--- src/rtl/serial_adder_pkg.sv ---
// -----------------------------------------------------------------------------
// serial_adder_pkg
// Shared definitions for the bit-serial datapath blocks.
//   ST_W                       : state register width
//   ST_IDLE / ST_SHIFT / ST_DONE : state codes (2'b11 is unused)
//   state_e                    : enum over the state codes
//   half_add()                 : half-adder primitive, returns {carry, sum}
// -----------------------------------------------------------------------------
package serial_adder_pkg;

  localparam int ST_W = 2;

  localparam logic [ST_W-1:0] ST_IDLE  = 2'b00;
  localparam logic [ST_W-1:0] ST_SHIFT = 2'b01;
  localparam logic [ST_W-1:0] ST_DONE  = 2'b10;

  typedef enum logic [ST_W-1:0] {
    S_IDLE  = ST_IDLE,
    S_SHIFT = ST_SHIFT,
    S_DONE  = ST_DONE
  } state_e;

  // Half-adder primitive: {carry, sum}.
  function automatic logic [1:0] half_add(input logic x, input logic y);
    return {x & y, x ^ y};
  endfunction

endpackage

--- src/rtl/serial_adder_full_adder_cell.sv ---
// -----------------------------------------------------------------------------
// full_adder_cell
// Combinational one-bit full adder built from two half-adder stages; the
// final carry is the OR of the two stage carries (they can never both be 1).
// Ports:
//   x, y : addend bits
//   ci   : carry in
//   s    : sum bit
//   co   : carry out
// -----------------------------------------------------------------------------
module full_adder_cell
  import serial_adder_pkg::*;
(
  input  logic x,
  input  logic y,
  input  logic ci,
  output logic s,
  output logic co
);

  logic [1:0] ha0;
  logic [1:0] ha1;

  assign ha0 = half_add(x, y);
  assign ha1 = half_add(ha0[0], ci);
  assign s   = ha1[0];
  assign co  = ha0[1] | ha1[1];

endmodule

--- src/rtl/serial_adder.sv ---
// -----------------------------------------------------------------------------
// serial_adder
// Bit-serial adder: adds two WIDTH-bit operands one bit per clock, LSB first,
// with a registered carry and a single full-adder cell.
// Optional feature: define SERIAL_ADDER_OVF_EN to add the signed-overflow
// output ovf.
// Handshake: start is sampled only in IDLE; the accepting edge captures a, b
// and cin. busy is high for the WIDTH SHIFT cycles, then done pulses for one
// cycle with sum/cout valid. sum/cout hold until the next accepted start.
// start seen in SHIFT or DONE is dropped, never queued.
// Ports:
//   clk, rst_n      : clock, asynchronous active-low reset
//   start, a, b, cin: request and operands
//   busy, done      : status
//   sum, cout       : registered result and final carry
//   ovf             : signed overflow (only with SERIAL_ADDER_OVF_EN)
//   dbg_state       : current FSM state code, for observation only
// -----------------------------------------------------------------------------
module serial_adder
  import serial_adder_pkg::*;
#(
  parameter int WIDTH = 8
) (
  input  logic             clk,
  input  logic             rst_n,
  input  logic             start,
  input  logic [WIDTH-1:0] a,
  input  logic [WIDTH-1:0] b,
  input  logic             cin,
  output logic             busy,
  output logic             done,
  output logic [WIDTH-1:0] sum,
  output logic [ST_W-1:0]  dbg_state,
  output logic             cout
`ifdef SERIAL_ADDER_OVF_EN
  ,
  output logic             ovf
`endif
);

  localparam int CNT_W = $clog2(WIDTH + 1);

  state_e           state_q, state_d;
  logic [WIDTH-1:0] ra_q, ra_d;
  logic [WIDTH-1:0] rb_q, rb_d;
  logic [WIDTH-1:0] sum_q, sum_d;
  logic [CNT_W-1:0] cnt_q, cnt_d;
  logic             c_q, c_d;
  logic             cout_q, cout_d;
  logic             busy_q, busy_d;
  logic             done_q, done_d;
`ifdef SERIAL_ADDER_OVF_EN
  logic             ovf_q, ovf_d;
`endif

  logic s_bit;
  logic c_next;
  logic last_bit;

  full_adder_cell u_fa (
    .x  (ra_q[0]),
    .y  (rb_q[0]),
    .ci (c_q),
    .s  (s_bit),
    .co (c_next)
  );

  assign last_bit = (cnt_q == CNT_W'(WIDTH - 1));

  always_comb begin
    state_d = state_q;
    ra_d    = ra_q;
    rb_d    = rb_q;
    sum_d   = sum_q;
    cnt_d   = cnt_q;
    c_d     = c_q;
    cout_d  = cout_q;
    busy_d  = busy_q;
    done_d  = 1'b0;
`ifdef SERIAL_ADDER_OVF_EN
    ovf_d   = ovf_q;
`endif
    case (state_q)
      S_IDLE: begin
        if (start) begin
          ra_d    = a;
          rb_d    = b;
          c_d     = cin;
          cnt_d   = '0;
          sum_d   = '0;
          cout_d  = 1'b0;
          busy_d  = 1'b1;
          state_d = S_SHIFT;
`ifdef SERIAL_ADDER_OVF_EN
          ovf_d   = 1'b0;
`endif
        end
      end
      S_SHIFT: begin
        // Result bits enter at the MSB so after WIDTH shifts bit 0 sits at sum[0].
        sum_d            = sum_q >> 1;
        sum_d[WIDTH-1]   = s_bit;
        ra_d             = ra_q >> 1;
        rb_d             = rb_q >> 1;
        c_d              = c_next;
        cnt_d            = cnt_q + CNT_W'(1);
        if (last_bit) begin
          cout_d  = c_next;
          busy_d  = 1'b0;
          done_d  = 1'b1;
          state_d = S_DONE;
`ifdef SERIAL_ADDER_OVF_EN
          // On the MSB step c_q is the carry into the MSB, c_next the carry out.
          ovf_d   = c_q ^ c_next;
`endif
        end
      end
      S_DONE: begin
        state_d = S_IDLE;
      end
      default: begin
        // Unused code 2'b11: recover to IDLE.
        state_d = S_IDLE;
        busy_d  = 1'b0;
      end
    endcase
  end

  always_ff @(posedge clk or negedge rst_n) begin
    if (!rst_n) begin
      state_q <= S_IDLE;
      ra_q    <= '0;
      rb_q    <= '0;
      sum_q   <= '0;
      cnt_q   <= '0;
      c_q     <= 1'b0;
      cout_q  <= 1'b0;
      busy_q  <= 1'b0;
      done_q  <= 1'b0;
`ifdef SERIAL_ADDER_OVF_EN
      ovf_q   <= 1'b0;
`endif
    end else begin
      state_q <= state_d;
      ra_q    <= ra_d;
      rb_q    <= rb_d;
      sum_q   <= sum_d;
      cnt_q   <= cnt_d;
      c_q     <= c_d;
      cout_q  <= cout_d;
      busy_q  <= busy_d;
      done_q  <= done_d;
`ifdef SERIAL_ADDER_OVF_EN
      ovf_q   <= ovf_d;
`endif
    end
  end

  assign busy      = busy_q;
  assign done      = done_q;
  assign sum       = sum_q;
  assign cout      = cout_q;
  assign dbg_state = state_q;
`ifdef SERIAL_ADDER_OVF_EN
  assign ovf       = ovf_q;
`endif

endmodule
--- config.mk ---
export PLATFORM = sky130hd
export DESIGN_NAME = serial_adder
export DESIGN_NICKNAME = d
export VERILOG_FILES = /design/src/rtl/serial_adder_pkg.sv /design/src/rtl/serial_adder_full_adder_cell.sv /design/src/rtl/serial_adder.sv
export SDC_FILE = /design/constraint.sdc
export NUM_CORES = 1
export LEC_CHECK = 0
export ABC_AREA = 0
export CORE_ASPECT_RATIO = 0.75
export CORE_MARGIN = 1
export CORE_UTILIZATION = 49
export DETAILED_ROUTE_END_ITERATION = 7
export HOLD_SLACK_MARGIN = 0.02
export PLACE_DENSITY = 0.78
export SETUP_SLACK_MARGIN = 0.5
export SKIP_CTS_REPAIR_TIMING = 1
export SYNTH_ARGS = -nofsm -noshare
export SYNTH_HDL_FRONTEND = slang
export SYNTH_SLANG_ARGS = --single-unit
--- constraint.sdc ---
create_clock -name clk -period 1.9 [get_ports clk]
set_clock_uncertainty 0.05 [all_clocks]
set_input_delay 0.38 -clock clk [delete_from_list [all_inputs] [get_ports clk]]
set_output_delay 0.38 -clock clk [all_outputs]
set_load 0.01 [all_outputs]
==> run_results.csv, run 1 <==
group,metric,value,unit
route,wl_per_cell,15.80,um
pwr,peakVddDrop,1.082,mV
run,drv_cap,0,
die,start_util,51.53,%
sta,hold_viol_final,0,
place,dp_hpwl,1.911,mm
sta,fin_crit,1.612,ns
yosys,yosysTopAreaCell,"dfrtp_1",
clock_tree,h-tree-depth,2,
yosys,synth.distinct_cells,26,
min_path,min_path_type,"flip-flop to flip-flop",
die,core,2935,um2
sta,rsz0062_at_grt,"yes",
finish,fillers,199,
route,dr.first_iter.drc_count,80,
setup_path,arrival,1.18,ns
sta,slew_viol_final,0,
setup_path,cp_num_buf_inv,1,
setup_path,cp_slowest_cell,"clkdlybuf4s50_1",
yosys,synth_fp_nets,156,
yosys,syn_inst,134,
die,dieWidth,66.16,um
setup_path,cp_top_family,"buffers and inverters",
pwr,power_density,1680,nW/um2
yosys,syn_area,1513,um2
sta,worst_pin_slew,0.4117,ns
pwr,finalPower,3648,uW
sta,setup_viol,0,
route,antenna_left,0,
finish,n_antenna_cell,0,
yosys,avgSynthCellArea,11.29,um2
setup_path,path_class,"flip-flop to output port",
global_route,gr-total-overflow,0,
die,die_area,3316,um2
clock_tree,cts_buffer_depth,2,
route,firstDrtPassIters,4,
finish,drive_above_1_share,16.94,%
die,io_pins,33,
yosys,synthTopCellsByArea,"dfrtp_1 56%, mux2i_1 9.9%, nand2_1 5.2%, a22o_1 4.6%, o21ai_0 4.3%",
setup_path,critPathCaptureType,"output port",
setup_path,path_cells,"clkdlybuf4s50_1",
clock_tree,cts.clk_slew.worst_paths,0.07,ns
global_route,grt_use_total,19.86,%
pwr,power.leakage,0.001091,uW
sta,fmax,0.6204,GHz
setup_path,critPathLaunchType,"flip-flop",
route,drc,0,
finish,syn_to_final_growth,43.51,%
finish,fin_cells,221,
pwr,total_switching_power,1307,uW
pwr,swShare,35.84,%
setup_path,max_stage_delay,0.53,ns
setup_path,crit_required,1.47,ns
clock_tree,cts_sinks,34,
pwr,clockPowerShare,15.1,%
die,num_rows,17,
place,io_buffers,32,
yosys,synth_top_area_share,56.24,%
yosys,seq_area_frac_synth,56.24,%
sta,post-route-period-util,84.83,%
clock_tree,cts_made_buffers,5,
clock_tree,insertion_delay,0.29,ns
sta,finalSetupTns,0,ns
die,dieHeight,50.12,um
place,place_congestion,0.7201,
global_route,grt_max_degree,38,
place,dpl.cell_count,200,
clock_tree,cts-root-buf,"clkbuf_8",
sta,slew_headroom,72.55,%
finish,nets,204,
global_route,grt_pass1_wl,4.747,mm
global_route,antenna_found_initial,0,
pwr,intPower,2340,uW
setup_path,path_max_fanout,3,
clock_tree,cts_tree,"yes",
global_route,grt_pass1_vias,1031,
yosys,synth_warnings,0,
route,vias,1199,
route,wirelength,3.491,mm
status,status,"finished clean",
pwr,pwr-share-seq,34.0,%
route,routed_via_density,5.425,
sta,whs,0.4347,ns
yosys,ys_ff_latch,34,
pwr,combPwrFrac,50.9,%
[logic make-up after synthesis]
group,synth area share (%)
AOI/OAI and AO/OA,16.21
DFF,56.25
and+or+nand+nor,9.761
muxes,9.925
buffers and inverters,5.707
adders and majority gates,2.150
[state kept, by name, summed over array words and instances (netlist names)]
name and count:
cout 1, ra_q 8, done 1, cnt_q 4, dbg_state 2, c_q 1, sum 8, rb_q 8
busy 1
[placed cells by master, fill, tap and decap left out, drive strengths merged]
cell / count
o21ai: 21
clkinv: 1
nor2: 3
o22ai: 1
a21oi: 4
nand3: 1
nand2: 21
clkdlybuf4s50: 20
nor2b: 1
a22o: 8
o21bai: 1
buf: 14
nand2b: 1
clkbuf: 9
mux2i: 15
fa: 1
and2b: 2
nor3b: 1
ha: 1
clkinvlp: 1
dlymetal6s2s: 12
nand3b: 2
a32o: 1
inv: 6
dfrtp: 34
a221oi: 1
[final timing paths]
kind,start,endpoint,slack [ns],depth (start not counted)
max reg2reg,dbg_state[1]$_DFFE_PN0P_,sum[1]$_DFFE_PN0P_,0.39,6
min reg2reg,rb_q[2]$_DFFE_PN0P_,rb_q[2]$_DFFE_PN0P_,0.43,2
max,dbg_state[1]$_DFFE_PN0P_,dbg_state[1],0.29,1
min,rb_q[2]$_DFFE_PN0P_,rb_q[2]$_DFFE_PN0P_,0.43,2
min in group asynchronous,rst_n,rb_q[3]$_DFFE_PN0P_,0.45,2
max in group asynchronous,rst_n,dbg_state[1]$_DFFE_PN0P_,1.02,2
[routing by layer]
metal | global-route usage, % | up-vias | wire, um
li1 | - | 564 | -
met1 | 27.38 | 588 | 1587
met2 | 30.27 | 43 | 1636
met3 | 6.944 | 4 | 229
met4 | 4.255 | 0 | 37
met5 | 0 | - | 0
[area by class of cell]
cell class,count,area (um2),share of cell area [%]
Sequential cell,34,852.1,39.25
Multi-Input combinational cell,86,583.1,26.86
Timing Repair Buffer,49,570.5,26.28
Clock buffer,6,82.58,3.804
Tap cell,38,47.55,2.190
Inverter,6,22.52,1.037
Clock inverter,2,12.51,0.5764
[stage by stage]
stage,worst slack (ns),instance area [um2],utilization [%]
6_report,0.2883,2171,73.96
5_1_grt,0.2586,2171,73.96
4_1_cts,0.08719,1954,66.58
3_5_place_dp,0.2242,1859,63.34
3_3_place_gp,0.2737,1859,63.34
2_1_floorplan,0.5193,1513,-
[cells in the mapped netlist (all sizes together)]
library cell / n
buf: 7
nor2b: 1
ha: 1
a22o: 8
and2b: 2
nand3b: 2
mux2i: 15
dfrtp: 34
nor3b: 1
a32o: 1
a21oi: 4
nor2: 3
o21ai: 21
o21bai: 1
clkbuf: 1
inv: 6
a221oi: 1
fa: 1
nand2: 21
o22ai: 1
nand3: 1
nand2b: 1
[power by group through the flow]
stage / Combinational (uW) / Clock [uW] / Sequential (uW)
final: 1860 / 552 / 1240
after global routing: 2020 / 602 / 1270
after CTS: 1430 / 565 / 1240
after detailed placement: 1420 / 0 / 1240
after global placement: 1380 / 0 / 1230
after floorplan: 984 / 0 / 1250
Note: power is estimated with default switching activity, not from simulation.
==> run 2, diff against run 1 <==
--- a/config.mk
+++ b/config.mk
@@ -8,10 +8,10 @@
 export ABC_AREA = 0
 export CORE_ASPECT_RATIO = 0.75
 export CORE_MARGIN = 1
-export CORE_UTILIZATION = 49
+export CORE_UTILIZATION = 44
 export DETAILED_ROUTE_END_ITERATION = 7
 export HOLD_SLACK_MARGIN = 0.02
-export PLACE_DENSITY = 0.78
+export PLACE_DENSITY = 0.74
 export SETUP_SLACK_MARGIN = 0.5
 export SKIP_CTS_REPAIR_TIMING = 1
 export SYNTH_ARGS = -nofsm -noshare
==> constraint.sdc (replaced) <==
create_clock -name clk -period 1.3 [get_ports clk]
set_clock_uncertainty 0.05 [all_clocks]
set_input_delay 0.26 -clock clk [delete_from_list [all_inputs] [get_ports clk]]
set_output_delay 0.26 -clock clk [all_outputs]
set_load 0.01 [all_outputs]
==> run_results.csv, run 2 (synthesized netlist as in run 1, its figures left out) <==
group,metric,value,unit
sta,worst_pin_slew,0.1936,ns
global_route,gr-usage-met2,30.26,%
setup_path,startpoint,"dbg_state[1]$_DFFE_PN0P_",
setup_path,crit_required,1.41,ns
setup_path,critPathCaptureType,"flip-flop",
die,num_rows,18,
global_route,met3_usage,5.192,%
sta,slew_headroom,86.72,%
clock_tree,cts.clk_slew.worst_paths,0.07,ns
die,dieHeight,52.78,um
die,dieWidth,69.71,um
place,dp_hpwl,2.040,mm
clock_tree,cts_made_buffers,5,
global_route,grt_use_total,17.71,%
pwr,power.leakage,0.001002,uW
die,start_util,46.00,%
clock_tree,h-tree-depth,2,
setup_path,critPathLaunchType,"flip-flop",
route,routed_via_density,5.248,
min_path,min_path_type,"primary input to async pin",
sta,fmax,0.7819,GHz
setup_path,path_max_fanout,20,
sta,hold_viol_final,0,
global_route,gr-total-overflow,0,
global_route,grt_max_degree,35,
global_route,grt_pass1_vias,1128,
setup_path,worstReg2RegStart,"dbg_state[1]$_DFFE_PN0P_",
sta,post-route-period-util,98.38,%
run,drv_cap,0,
clock_tree,cts_tree,"yes",
clock_tree,cts_sinks,34,
sta,rsz0062_at_grt,"yes",
status,status,"finished clean",
place,io_buffers,32,
setup_path,path_class,"flip-flop to flip-flop",
clock_tree,cts-root-buf,"clkbuf_8",
place,place_congestion,0.7939,
finish,syn_to_final_growth,42.27,%
finish,drive_above_1_share,34.95,%
route,dr.first_iter.drc_count,71,
clock_tree,cts_buffer_depth,2,
die,io_pins,33,
pwr,finalPower,5289,uW
finish,fin_cells,226,
sta,whs,0.3007,ns
setup_path,arrival,1.39,ns
route,wirelength,3.353,mm
route,vias,1186,
die,die_area,3679,um2
global_route,grt_most_used_layer,"met2",
route,wl_per_cell,14.84,um
global_route,grt_pass1_wl,5.016,mm
die,core,3288,um2
place,dpl.cell_count,206,
pwr,peakVddDrop,1.092,mV
pwr,power_density,2458,nW/um2
route,firstDrtPassIters,4,
setup_path,path_cells,"o21bai_4 -> buf_12 -> a221oi_2 -> a21oi_1",
route,antenna_left,0,
finish,mostFrequentLayoutCells,"33 x dfrtp_1, 19 x clkdlybuf4s50_1, 16 x nand2_1",
clock_tree,insertion_delay,0.28,ns
finish,nets,207,
sta,fin_crit,1.279,ns
global_route,antenna_found_initial,0,
setup_path,max_stage_delay,0.48,ns
route,drc,0,
finish,layout_commonest_cell,"dfrtp_1",
sta,setup_viol,0,
finish,n_antenna_cell,0,
finish,utilization,65.45,%
setup_path,cp_slowest_cell,"dfrtp_2",
sta,slew_viol_final,0,
global_route,use_met1,22.25,%
-- run 2: final timing paths --
check / endpoint / slack, ns / cells past startpoint
min in group clk: rb_q[5]$_DFFE_PN0P_ / 0.44 / 2
max in group asynchronous: dbg_state[1]$_DFFE_PN0P_ / 0.70 / 2
hold reg to reg: rb_q[5]$_DFFE_PN0P_ / 0.44 / 2
setup reg to reg: c_q$_DFFE_PN0P_ / 0.02 / 4
setup / recovery: c_q$_DFFE_PN0P_ / 0.02 / 4
hold / removal: sum[4]$_DFFE_PN0P_ / 0.30 / 2
-- run 2: power by group --
group	switching, uW	internal, uW	leakage [uW]
combinational	1310	1380	0.000523
sequential	295	1520	0.000431
clock	358	427	0.0000482
-- run 2: per-layer routing --
metal	up-vias	part of all wire (%)
li1	571	-
met1	575	47
met2	34	46
met3	6	6.0
met4	0	1.4
met5	-	0
-- run 2: critical path: cells and delay by family (launching register included) --
kind / cells / cell delay [ns]
AO/OA/AOI/OAI: 3 / 0.47
buffers and inverters: 1 / 0.17
flip-flops: 1 / 0.48
-- run 2: cell type report --
| type | count | area [um2] |
|---|---|---|
| flip-flops and latches | 34 | 852.1 |
| well taps | 40 | 50.05 |
| clock inverters | 1 | 5.005 |
| multi-input cells | 88 | 685.7 |
| repair buffers | 50 | 450.4 |
| clock buffers | 7 | 86.33 |
| inverters | 6 | 22.52 |
| fillers | 238 | 1136 |
-- run 2: through the flow --
step           cell area [um2]  setup WS (ns)  setup TNS, ns
2_1_floorplan             1573       -0.01610       -0.01610
3_3_place_gp              1923        -0.1790         -3.922
3_5_place_dp              1923        -0.2351         -5.018
4_1_cts                   2014        -0.2729         -2.922
5_1_grt                   2152       -0.02647        -0.1028
6_report                  2152        0.02110              0
==> run 3, diff against run 2 <==
==> constraint.sdc (replaced) <==
create_clock -name clk -period 1.3 [get_ports clk]
set_clock_uncertainty 0.05 [all_clocks]
set_input_delay 0.26 -clock clk [delete_from_list [all_inputs] [get_ports clk]]
set_output_delay 0.26 -clock clk [all_outputs]
set_load 0.1 [all_outputs]
==> run_results.csv, run 3 (synthesized netlist as in run 1, its figures left out) <==
group,metric,value,unit
min_path,min_path_type,"primary input to async pin",
setup_path,crit_required,1.42,ns
pwr,intPower,4350,uW
die,num_rows,18,
setup_path,path_cells,"o21bai_4 -> buf_6 -> buf_12 -> a221oi_2 -> a21oi_1",
route,antenna_left,0,
sta,slew_headroom,83.75,%
place,place_congestion,0.7012,
status,violations,"setup timing",
route,wirelength,3.804,mm
finish,mostFrequentLayoutCells,"21 x nand2_1, 21 x dfrtp_1, 19 x buf_4",
sta,fmax,0.7102,GHz
setup_path,path_max_fanout,6,
sta,hold_viol_final,0,
finish,n_antenna_cell,0,
setup_path,r2r-end,"c_q$_DFFE_PN0P_",
sta,setup_ws,-0.1081,ns
run,drv_cap,0,
place,dp_slack,-0.1993,ns
setup_path,regToRegSetupSlack,-0.11,ns
die,dieHeight,52.78,um
route,wl_per_cell,16.05,um
sta,worst_pin_slew,0.2430,ns
place,io_buffers,32,
global_route,grt_pass1_vias,1162,
clock_tree,h-tree-depth,2,
global_route,grt_max_degree,35,
pwr,combPwrFrac,61.1,%
setup_path,worstReg2RegStart,"dbg_state[1]$_DFFE_PN0P_",
pwr,pwr-share-seq,26.6,%
pwr,peakVddDrop,1.978,mV
finish,nets,218,
die,dieWidth,69.71,um
pwr,power.leakage,0.001079,uW
global_route,antenna_found_initial,0,
route,routed_via_density,5.316,
die,start_util,46.00,%
clock_tree,cts-root-buf,"clkbuf_8",
clock_tree,cts_tree,"yes",
clock_tree,cts_made_buffers,5,
setup_path,cp_slowest_cell,"dfrtp_4",
global_route,gr-total-overflow,0,
sta,fin_crit,1.408,ns
setup_path,critPathLaunchType,"flip-flop",
clock_tree,cts.clk_slew.worst_paths,0.07,ns
die,die_area,3679,um2
clock_tree,cts_sinks,34,
setup_path,arrival,1.52,ns
pwr,power_density,3069,nW/um2
die,core,3288,um2
sta,slew_viol_final,0,
global_route,grt_use_total,19.52,%
clock_tree,insertion_delay,0.28,ns
pwr,swShare,43.10,%
route,dr.first_iter.drc_count,73,
pwr,finalPower,7645,uW
setup_path,critPathCaptureType,"flip-flop",
setup_path,worstRegToRegCells,5,
setup_path,path_class,"flip-flop to flip-flop",
global_route,grt_pass1_wl,5.340,mm
pwr,total_switching_power,3295,uW
finish,drive_above_1_share,38.07,%
status,status,"finished with violations",
route,drc,0,
clock_tree,cts_buffer_depth,2,
die,io_pins,33,
route,vias,1260,
pwr,clockPowerShare,12.3,%
setup_path,max_stage_delay,0.52,ns
place,dp_hpwl,2.256,mm
sta,rsz0062_at_grt,"yes",
finish,syn_to_final_growth,64.68,%
sta,post-route-period-util,108.3,%
route,firstDrtPassIters,4,
sta,setup_viol,27,
==> run 3: cell count changes in the layout (fill, tap and decap cells not counted), sizes merged <==
cell / before / now
nand2b: 2 / 1
clkinv: 1 / 0
buf: 30 / 42
clkdlybuf4s50: 19 / 18
bufinv: 0 / 1
clkbuf: 7 / 9
and2b: 3 / 2
==> run 3: worst max-delay path by stage <==
stage | cells past startpoint | startpoint | to | slack, ns
global placement | 5 | start | cnt_q[2]$_DFFE_PN0P_ | -0.18
detailed placement | 5 | start | c_q$_DFFE_PN0P_ | -0.20
global route | 5 | dbg_state[1]$_DFFE_PN0P_ | c_q$_DFFE_PN0P_ | -0.16
finish | 5 | dbg_state[1]$_DFFE_PN0P_ | c_q$_DFFE_PN0P_ | -0.11
CTS | 2 | dbg_state[0]$_DFFE_PN0P_ | dbg_state[0] | -0.15
floorplan | 6 | dbg_state[0]$_DFFE_PN0P_ | c_q$_DFFE_PN0P_ | -0.26
==> run 3: power by group through the flow <==
stage	logic (uW)	clock network (uW)	registers, uW
floorplan	1630	0	3090
global placement	3690	0	2020
detailed placement	3800	0	2050
CTS	3820	956	2040
global route	4910	1010	2080
finish	4670	943	2030
==> run 3: worst max-delay path, delay by kind of cell, from the launching register on <==
family,cells,cell delay [ns]
DFF,1,0.52
AOI/OAI and AO/OA,3,0.47
buffers and inverters,2,0.26
==> run 3: cell type report <==
cell class,count,area (um2)
clock buffer,7,76.32
clock inverter,1,30.03
fill,210,797.0
inverter,6,22.52
multi-input combinational,86,628.1
sequential,34,899.6
tap,40,50.05
timing repair buffer,63,784.5
==> run 3: per-layer routing <==
layer,share of wire [%],global-route usage [%],routed length (um),vias up
met5,0,0,0,-
met4,1.3,9.000,51,0
met3,3.8,4.808,144,7
met2,51,33.50,1930,38
met1,44,23.71,1677,626
li1,-,-,-,589
==> run 3: through the flow <==
step	hold slack [ns]	cell area, um2	util, %	setup TNS, ns	std cells
CTS	0.3149	2225	67.66	-0.3624	216
detailed placement	0.4259	2118	64.42	-4.427	208
finish	0.3124	2491	75.76	-1.501	237
global placement	0.4166	2118	64.42	-3.459	208
global route	0.3265	2491	75.76	-2.927	237
floorplan	-0.08559	1610	-	-4.977	134
